## config.mk

```make
export PLATFORM = sky130hd
export DESIGN_NAME = vending_machine_flat
export DESIGN_NICKNAME = d
export VERILOG_FILES = /design/src/rtl/vending_machine_pkg.sv /design/src/rtl/vending_machine_if.sv /design/src/rtl/vending_machine_chk.sv /design/src/rtl/vending_machine.sv /design/src/flat_wrapper.sv
export SDC_FILE = /design/constraint.sdc
export NUM_CORES = 1
export LEC_CHECK = 0
export CAP_MARGIN = 20
export CELL_PAD_IN_SITES_DETAIL_PLACEMENT = 1
export CELL_PAD_IN_SITES_GLOBAL_PLACEMENT = 2
export CORE_AREA = 2 2 39 41
export CTS_CLUSTER_DIAMETER = 40
export DETAILED_ROUTE_END_ITERATION = 8
export DIE_AREA = 0 0 41 43
export HOLD_SLACK_MARGIN = 0.05
export PLACE_DENSITY = 0.6
export SLEW_MARGIN = 20
export SYNTH_ARGS = -nofsm -noshare
export SYNTH_HDL_FRONTEND = slang
export SYNTH_HIERARCHICAL = 1
export SYNTH_SLANG_ARGS = --single-unit
```

## constraint.sdc

```tcl
create_clock -name clk -period 1.2 [get_ports clk]
set_input_delay 0.24 -clock clk [delete_from_list [all_inputs] [get_ports clk]]
set_output_delay 0.24 -clock clk [all_outputs]
set_load 0.02 [all_outputs]
```

## src/rtl/vending_machine_pkg.sv

```systemverilog
// Shared types and constants for the 15-unit vending controller.
// Coin and change codes match the coin-acceptor and actuator wiring.
package vending_machine_pkg;

  typedef enum logic [1:0] {
    S0  = 2'b00,
    S5  = 2'b01,
    S10 = 2'b10
  } state_t;

  localparam logic [1:0] COIN_NONE   = 2'b00;
  localparam logic [1:0] COIN_5      = 2'b01;
  localparam logic [1:0] COIN_10     = 2'b10;
  localparam logic [1:0] COIN_CANCEL = 2'b11;

  localparam logic [1:0] CHG_NONE = 2'b00;
  localparam logic [1:0] CHG_5    = 2'b01;
  localparam logic [1:0] CHG_10   = 2'b10;

  localparam int unsigned PRICE = 32'd15;

endpackage

```

## src/rtl/vending_machine_if.sv

```systemverilog
// Coin-acceptor input and dispense/change actuator outputs of the vending controller.
// The master side drives coins; the slave side (the controller) drives the pulses.
interface vending_machine_if;
  logic [1:0] in;
  logic       out;
  logic [1:0] change;

  modport master (output in, input out, input change);
  modport slave  (input in, output out, output change);
endinterface

```

## src/rtl/vending_machine_chk.sv

```systemverilog
// Simulation-only invariants for the vending controller outputs.
// A dispense pulse must always be caused by a coin sampled on the edge before it.
module vending_machine_chk (
  input logic       clk,
  input logic       rst,
  input logic [1:0] coin,
  input logic       out,
  input logic [1:0] change
);

  a_out_needs_event: assert property (
    @(posedge clk) disable iff (rst) out |-> ($past(coin) != 2'b00)
  ) else $error("vending_machine: dispense pulse without a coin event");

  a_change_legal: assert property (
    @(posedge clk) disable iff (rst) change != 2'b11
  ) else $error("vending_machine: illegal change code 11");

endmodule

```

## src/rtl/vending_machine.sv

```systemverilog
// Moore-style vending controller: credit held in a 2-bit state, one event per edge,
// dispense and change emitted as registered one-cycle pulses.
module vending_machine
  import vending_machine_pkg::*;
(
  input logic               clk,
  input logic               rst,
  vending_machine_if.slave  bus
);

  state_t     r_state;
  state_t     w_state_nxt;
  logic       r_out;
  logic       w_out_nxt;
  logic [1:0] r_change;
  logic [1:0] w_change_nxt;

  // Reset wins over any coin on the same edge, discarding held credit.
  always_ff @(posedge clk) begin
    if (rst) begin
      r_state  <= S0;
      r_out    <= 1'b0;
      r_change <= CHG_NONE;
    end else begin
      r_state  <= w_state_nxt;
      r_out    <= w_out_nxt;
      r_change <= w_change_nxt;
    end
  end

  always_comb begin
    w_state_nxt = S0;
    case (r_state)
      S0: begin
        case (bus.in)
          COIN_5:  w_state_nxt = S5;
          COIN_10: w_state_nxt = S10;
          default: w_state_nxt = S0;
        endcase
      end
      S5: begin
        case (bus.in)
          COIN_NONE: w_state_nxt = S5;
          COIN_5:    w_state_nxt = S10;
          default:   w_state_nxt = S0;
        endcase
      end
      S10: begin
        case (bus.in)
          COIN_NONE: w_state_nxt = S10;
          default:   w_state_nxt = S0;
        endcase
      end
      default: w_state_nxt = S0;
    endcase
  end

  // Any sale or refund returns to S0, so outputs only pulse on the completing event.
  always_comb begin
    w_out_nxt    = 1'b0;
    w_change_nxt = CHG_NONE;
    case (r_state)
      S5: begin
        case (bus.in)
          COIN_10:     w_out_nxt    = 1'b1;
          COIN_CANCEL: w_change_nxt = CHG_5;
          default:     w_out_nxt    = 1'b0;
        endcase
      end
      S10: begin
        case (bus.in)
          COIN_5: w_out_nxt = 1'b1;
          COIN_10: begin
            w_out_nxt    = 1'b1;
            w_change_nxt = CHG_5;
          end
          COIN_CANCEL: w_change_nxt = CHG_10;
          default:     w_out_nxt    = 1'b0;
        endcase
      end
      default: w_out_nxt = 1'b0;
    endcase
  end

  assign bus.out    = r_out;
  assign bus.change = r_change;

`ifndef SYNTHESIS
  vending_machine_chk u_chk (
    .clk    (clk),
    .rst    (rst),
    .coin   (bus.in),
    .out    (r_out),
    .change (r_change)
  );
`endif

endmodule

```

## src/flat_wrapper.sv

```systemverilog
// flat-port wrapper written by rule: the top's interface ports become plain ports
module vending_machine_flat import vending_machine_pkg::*;
  (clk, rst, bus_in, bus_out, bus_change);
  vending_machine_if bus_i ();
  input logic clk;
  input logic rst;
  input wire logic [$bits(bus_i.in)-1:0] bus_in;
  output wire logic [$bits(bus_i.out)-1:0] bus_out;
  output wire logic [$bits(bus_i.change)-1:0] bus_change;
  assign bus_i.in = bus_in;
  assign bus_out = bus_i.out;
  assign bus_change = bus_i.change;
  vending_machine u_core (.clk(clk), .rst(rst), .bus(bus_i));
endmodule
```

* Word level (Yosys, flattened, before mapping)
Index checks and enable logic that the tools add are counted.
** Cells by class
- Equal/unequal tests :: 5
- Multiplexer cells :: 10
- Reductions and logical operators :: 3
** Operator list (number)
- $pmux W2 S2 :: 4
- $eq A2 B2 Y1 const B :: 3
- $pmux W2 S3 :: 1
- $eq A2 B1 Y1 const B :: 2
- $logic_not A2 Y1 :: 2
- $mux W1 :: 3
- $mux W2 :: 1
- $pmux W1 S2 :: 1
- $reduce_or A2 Y1 :: 1
** Word-level totals
- Bits in registers :: 5
- Input bits :: 4
- Output and inout port bits :: 3

* Longest topological paths before layout
- Depth in word-level cells :: 4
- Mapped depth :: 4
- Gate-level depth less buffers :: 4

* Least setup slack after synthesis
Ideal clock, no wire load.
- Kind :: register to register
- From :: reg u_core.r_state[0]
- To :: reg u_core.r_state[1]
- Setup time :: 0.126 ns
- Arrival time :: 0.969 ns
- Required time :: 1.074 ns
- Path slack :: 0.105 ns
- Cell stages (with the launch flop) :: 5
- Path buffers :: 0
- Cells stage by stage :: dfxtp_1 -> inv_1 -> ha_1 -> a222oi_1 -> nor3_1
** Between the ends
- Word-level cells in the longest chain between the ends :: 2
- Elaborated cells on any way between the ends :: 4
- Classes of those cells :: eq/ne (2); mux (1); reduce/logical (1)
** Ends and longest elaborated chain
- start, declared :: line vending_machine.sv:11 : state_t r_state;
- start signal, assigned :: line vending_machine.sv:25 : r_state <= w_state_nxt;
- $eq A2 B2 Y1 (tied with other cells) :: line vending_machine.sv:33 : case (r_state)
- $pmux W2 S3 * :: line vending_machine.sv:33
Mark *: on every way between the ends. The rest lies on a longest branch, timed or not.
A chain may end at the register's enable or synchronous reset.

* Worst setup path in the final report
Same ends and word-level chain as after synthesis.

==> summary.txt <==
Placed design
  • Pre-CTS WS: -390.9 ps
  • Routability cong.: 0.6156
  • Post-detail-place hpwl: 505.2 um
  • Placed insts: 53
  • Port Buffers: 6
  • Placed instance area: 381.6 um^2

Synthesis
  • Netlist cell types: 9
  • Yosys top cell by area: dfxtp_1
  • Part of the Yosys area used for sequential elements: 35.87%
  • Mapped Cells: 28
  • Syn nets: 40
  • Top cell type's share of synthesized area: 35.87%
  • Synthesized area: 279.0 um^2
  • Top post-synthesis cells by area: dfxtp_1 (36%), ha_1 (36%), a22oi_1 (8.1%)
  • Yosys reg bits: 5
  • Yosys warnings: 6
  • Post-Syn Area per Cell: 9.965 um^2

CTS
  • Clock root cell: clkbuf_4
  • TritonCTS clock tree: built
  • Setup bufs post-CTS: 0
  • Clock Sinks: 5
  • Hold Buf Count CTS: 0
  • Total CTS buffers: 3
  • CTS H-tree lvls: 1
  • Worst-path clk slew: 40 ps
  • Clock Tree Buf Depth: 2
  • Clock latency on the worst-skew pair: 250 ps

Worst setup path
  • CP max stage delay: 350 ps
  • Critical-path top delay cell: a222oi_1
  • Critical Path Fanout Max: 3
  • Crit path max-delay family: compound AO/OA/AOI/OAI gates
  • WP depth: 4
  • Reg2Reg Depth: 4
  • R2r setup slk: 50 ps
  • Kind of critical path: flop to flop
  • Buf+Inv Stages, Crit Path: 1
  • Worst EP required: 1330 ps
  • Critical Path Start Type: flop
  • Worst Setup End Kind: flop
  • Cell breakdown of the critical path: inv_1 > ha_1 > a222oi_1 > nor3_1
  • WP data arrival: 1280 ps

Status
  • Status: complete, no violations

Final layout
  • N_diodes: 0
  • Nets: 54
  • Fill count: 171
  • Area taken by multi-input logic gates: 168.9 um^2
  • Count of non-filler cells in the finished layout: 57
  • Layout overhead on the synthesized area: 46.19%
  • Post-route design area: 407.9 um^2
  • Share of layout cells above drive strength 1: 24.39%
  • Seq. cell area: 101.3 um^2

Global routing
  • Vias in the first global route: 292
  • First-pass GRT wire length: 1069 um
  • Grt total ovfl: 0
  • GRT Resource Usage Total: 9.829%
  • Antenna violations before repair: 0
  • Largest net degree at the start of global routing: 5

Routing
  • DR vias/cell: 4.316
  • Vias: 246
  • 1st-pass router iterations: 4
  • WL final: 620 um
  • Drt wl/cell: 10.88 um
  • DRT antenna net count: 0
  • DRC Markers: 0
  • DRT iter0 DRCs: 5

Hold path
  • Type of the worst min-delay path: primary input to flop
  • Hold Crit Depth: 4

STA
  • RSZ-0062 raised after global routing: no
  • Tcrit/Tclk final: 95.63%
  • Final worst slack: 52.43 ps
  • Maximum clock rate: 0.8714 GHz
  • Final setup vio count: 0
  • Worst Max-Slew Pin Slew: 294.2 ps
  • Relative slew slack: 80.38%
  • Max Clock Skew: 5.212 ps
  • Pins Over Slew Limit: 0
  • Final-report hold violation count: 0
  • Minimum clock period: 1148 ps
  • Hold_ws: 595.0 ps

Power
  • Pwr Density: 1063 mW/mm^2
  • Worst VDD drop: 0.1846 mV
  • Leakage: 0.1932 nW

Die
  • Row count: 14
  • Core area: 0.001384 mm^2
  • Die area: 0.001763 mm^2
  • Starting density of the core: 20.16%
  • Die width: 41 um
  • Boundary pin count: 7
  • Die extent in y: 43 um

Flow run
  • Maxcap violations: 0
cells in the final DEF, fill, tap and decap left out, drive strengths merged:
cell type	instances
clkdlybuf4s50	1
nor2	3
inv	4
clkbuf	4
a222oi	1
nand2	1
dfxtp	5
dlygate4sd2	5
buf	3
ha	8
nand2b	1
a22oi	3
nor3	2
layer usage:
layer	GRT usage [%]	vias to the layer above	wire length (um)
met5	0	-	0
met4	14.00	0	40
met3	1.571	4	46
met2	15.31	11	324
met1	8.013	111	209
li1	-	120	-
state kept, by name, summed over array words and instances (netlist names):
| signal | count |
|---|---|
| u_core/bus.change | 2 |
| u_core/r_state | 2 |
| u_core/bus.out | 1 |
timing repair:
item | in CTS | in global routing
endpoints found under the hold margin | 0 | 0
pin swaps | 2 | 2
cloned | 0 | 0
gates resized for setup | 9 | 0
setup endpoints to repair | 6 | 1
stage by stage:
step	util [%]	setup TNS, ps	total power, mW
finish	29.48	0	0.4335
global route	29.48	0	0.4579
CTS	29.48	0	0.4467
detailed placement	27.58	-1248	0.2398
global placement	27.58	-1035	0.2361
floorplan	-	0	0.2084
cell type report:
| type | instances | share of cell area (%) |
|---|---|---|
| multi-input cells | 19 | 41.41 |
| flip-flops and latches | 5 | 24.85 |
| repair buffers | 9 | 18.71 |
| clock buffers | 4 | 6.442 |
| well taps | 16 | 4.908 |
| inverters | 4 | 3.681 |
worst min-delay path: cells and delay by family:
| kind | cells | cell delay (ps) |
|---|---|---|
| fa+ha+maj | 1 | 180 |
| buf+inv | 1 | 250 |
| simple gates | 2 | 130 |
Yosys cell counts:
master,number
ha_1,8
dfxtp_1,5
inv_1,4
a22oi_1,3
nor2_1,3
nor3_1,2
a222oi_1,1
nand2_1,1
nand2b_1,1
cell families (layout without fill, tap and decap cells):
family / count (synthesis) / count (layout) / share of synthesized area, %
buffers and inverters: 4 / 17 / 5.380
AO/OA/AOI/OAI: 4 / 4 / 11.66
AND/OR/NAND/NOR: 7 / 7 / 11.21
flip-flops: 5 / 5 / 35.88
adder cells (fa/ha/maj): 8 / 8 / 35.88
worst paths after layout:
check                          startpoint                               to
min reg2reg  u_core/r_state[0]$_SDFF_PP0_     u_core/r_state[1]$_SDFF_PP0_
max          u_core/r_state[0]$_SDFF_PP0_     u_core/r_state[1]$_SDFF_PP0_
max reg2reg  u_core/r_state[0]$_SDFF_PP0_     u_core/r_state[1]$_SDFF_PP0_
min                             bus_in[1]  u_core/bus.change[1]$_SDFF_PP0_
report_power, final:
part	internal, mW	switching (mW)	total, mW	leakage, nW
Sequential	0.172	0.00317	0.175	0.0410
Combinational	0.0304	0.0299	0.0603	0.137
Clock	0.126	0.0724	0.198	0.0150
Total	0.328	0.106	0.434	0.193
Note: power is estimated with default switching activity, not from simulation.
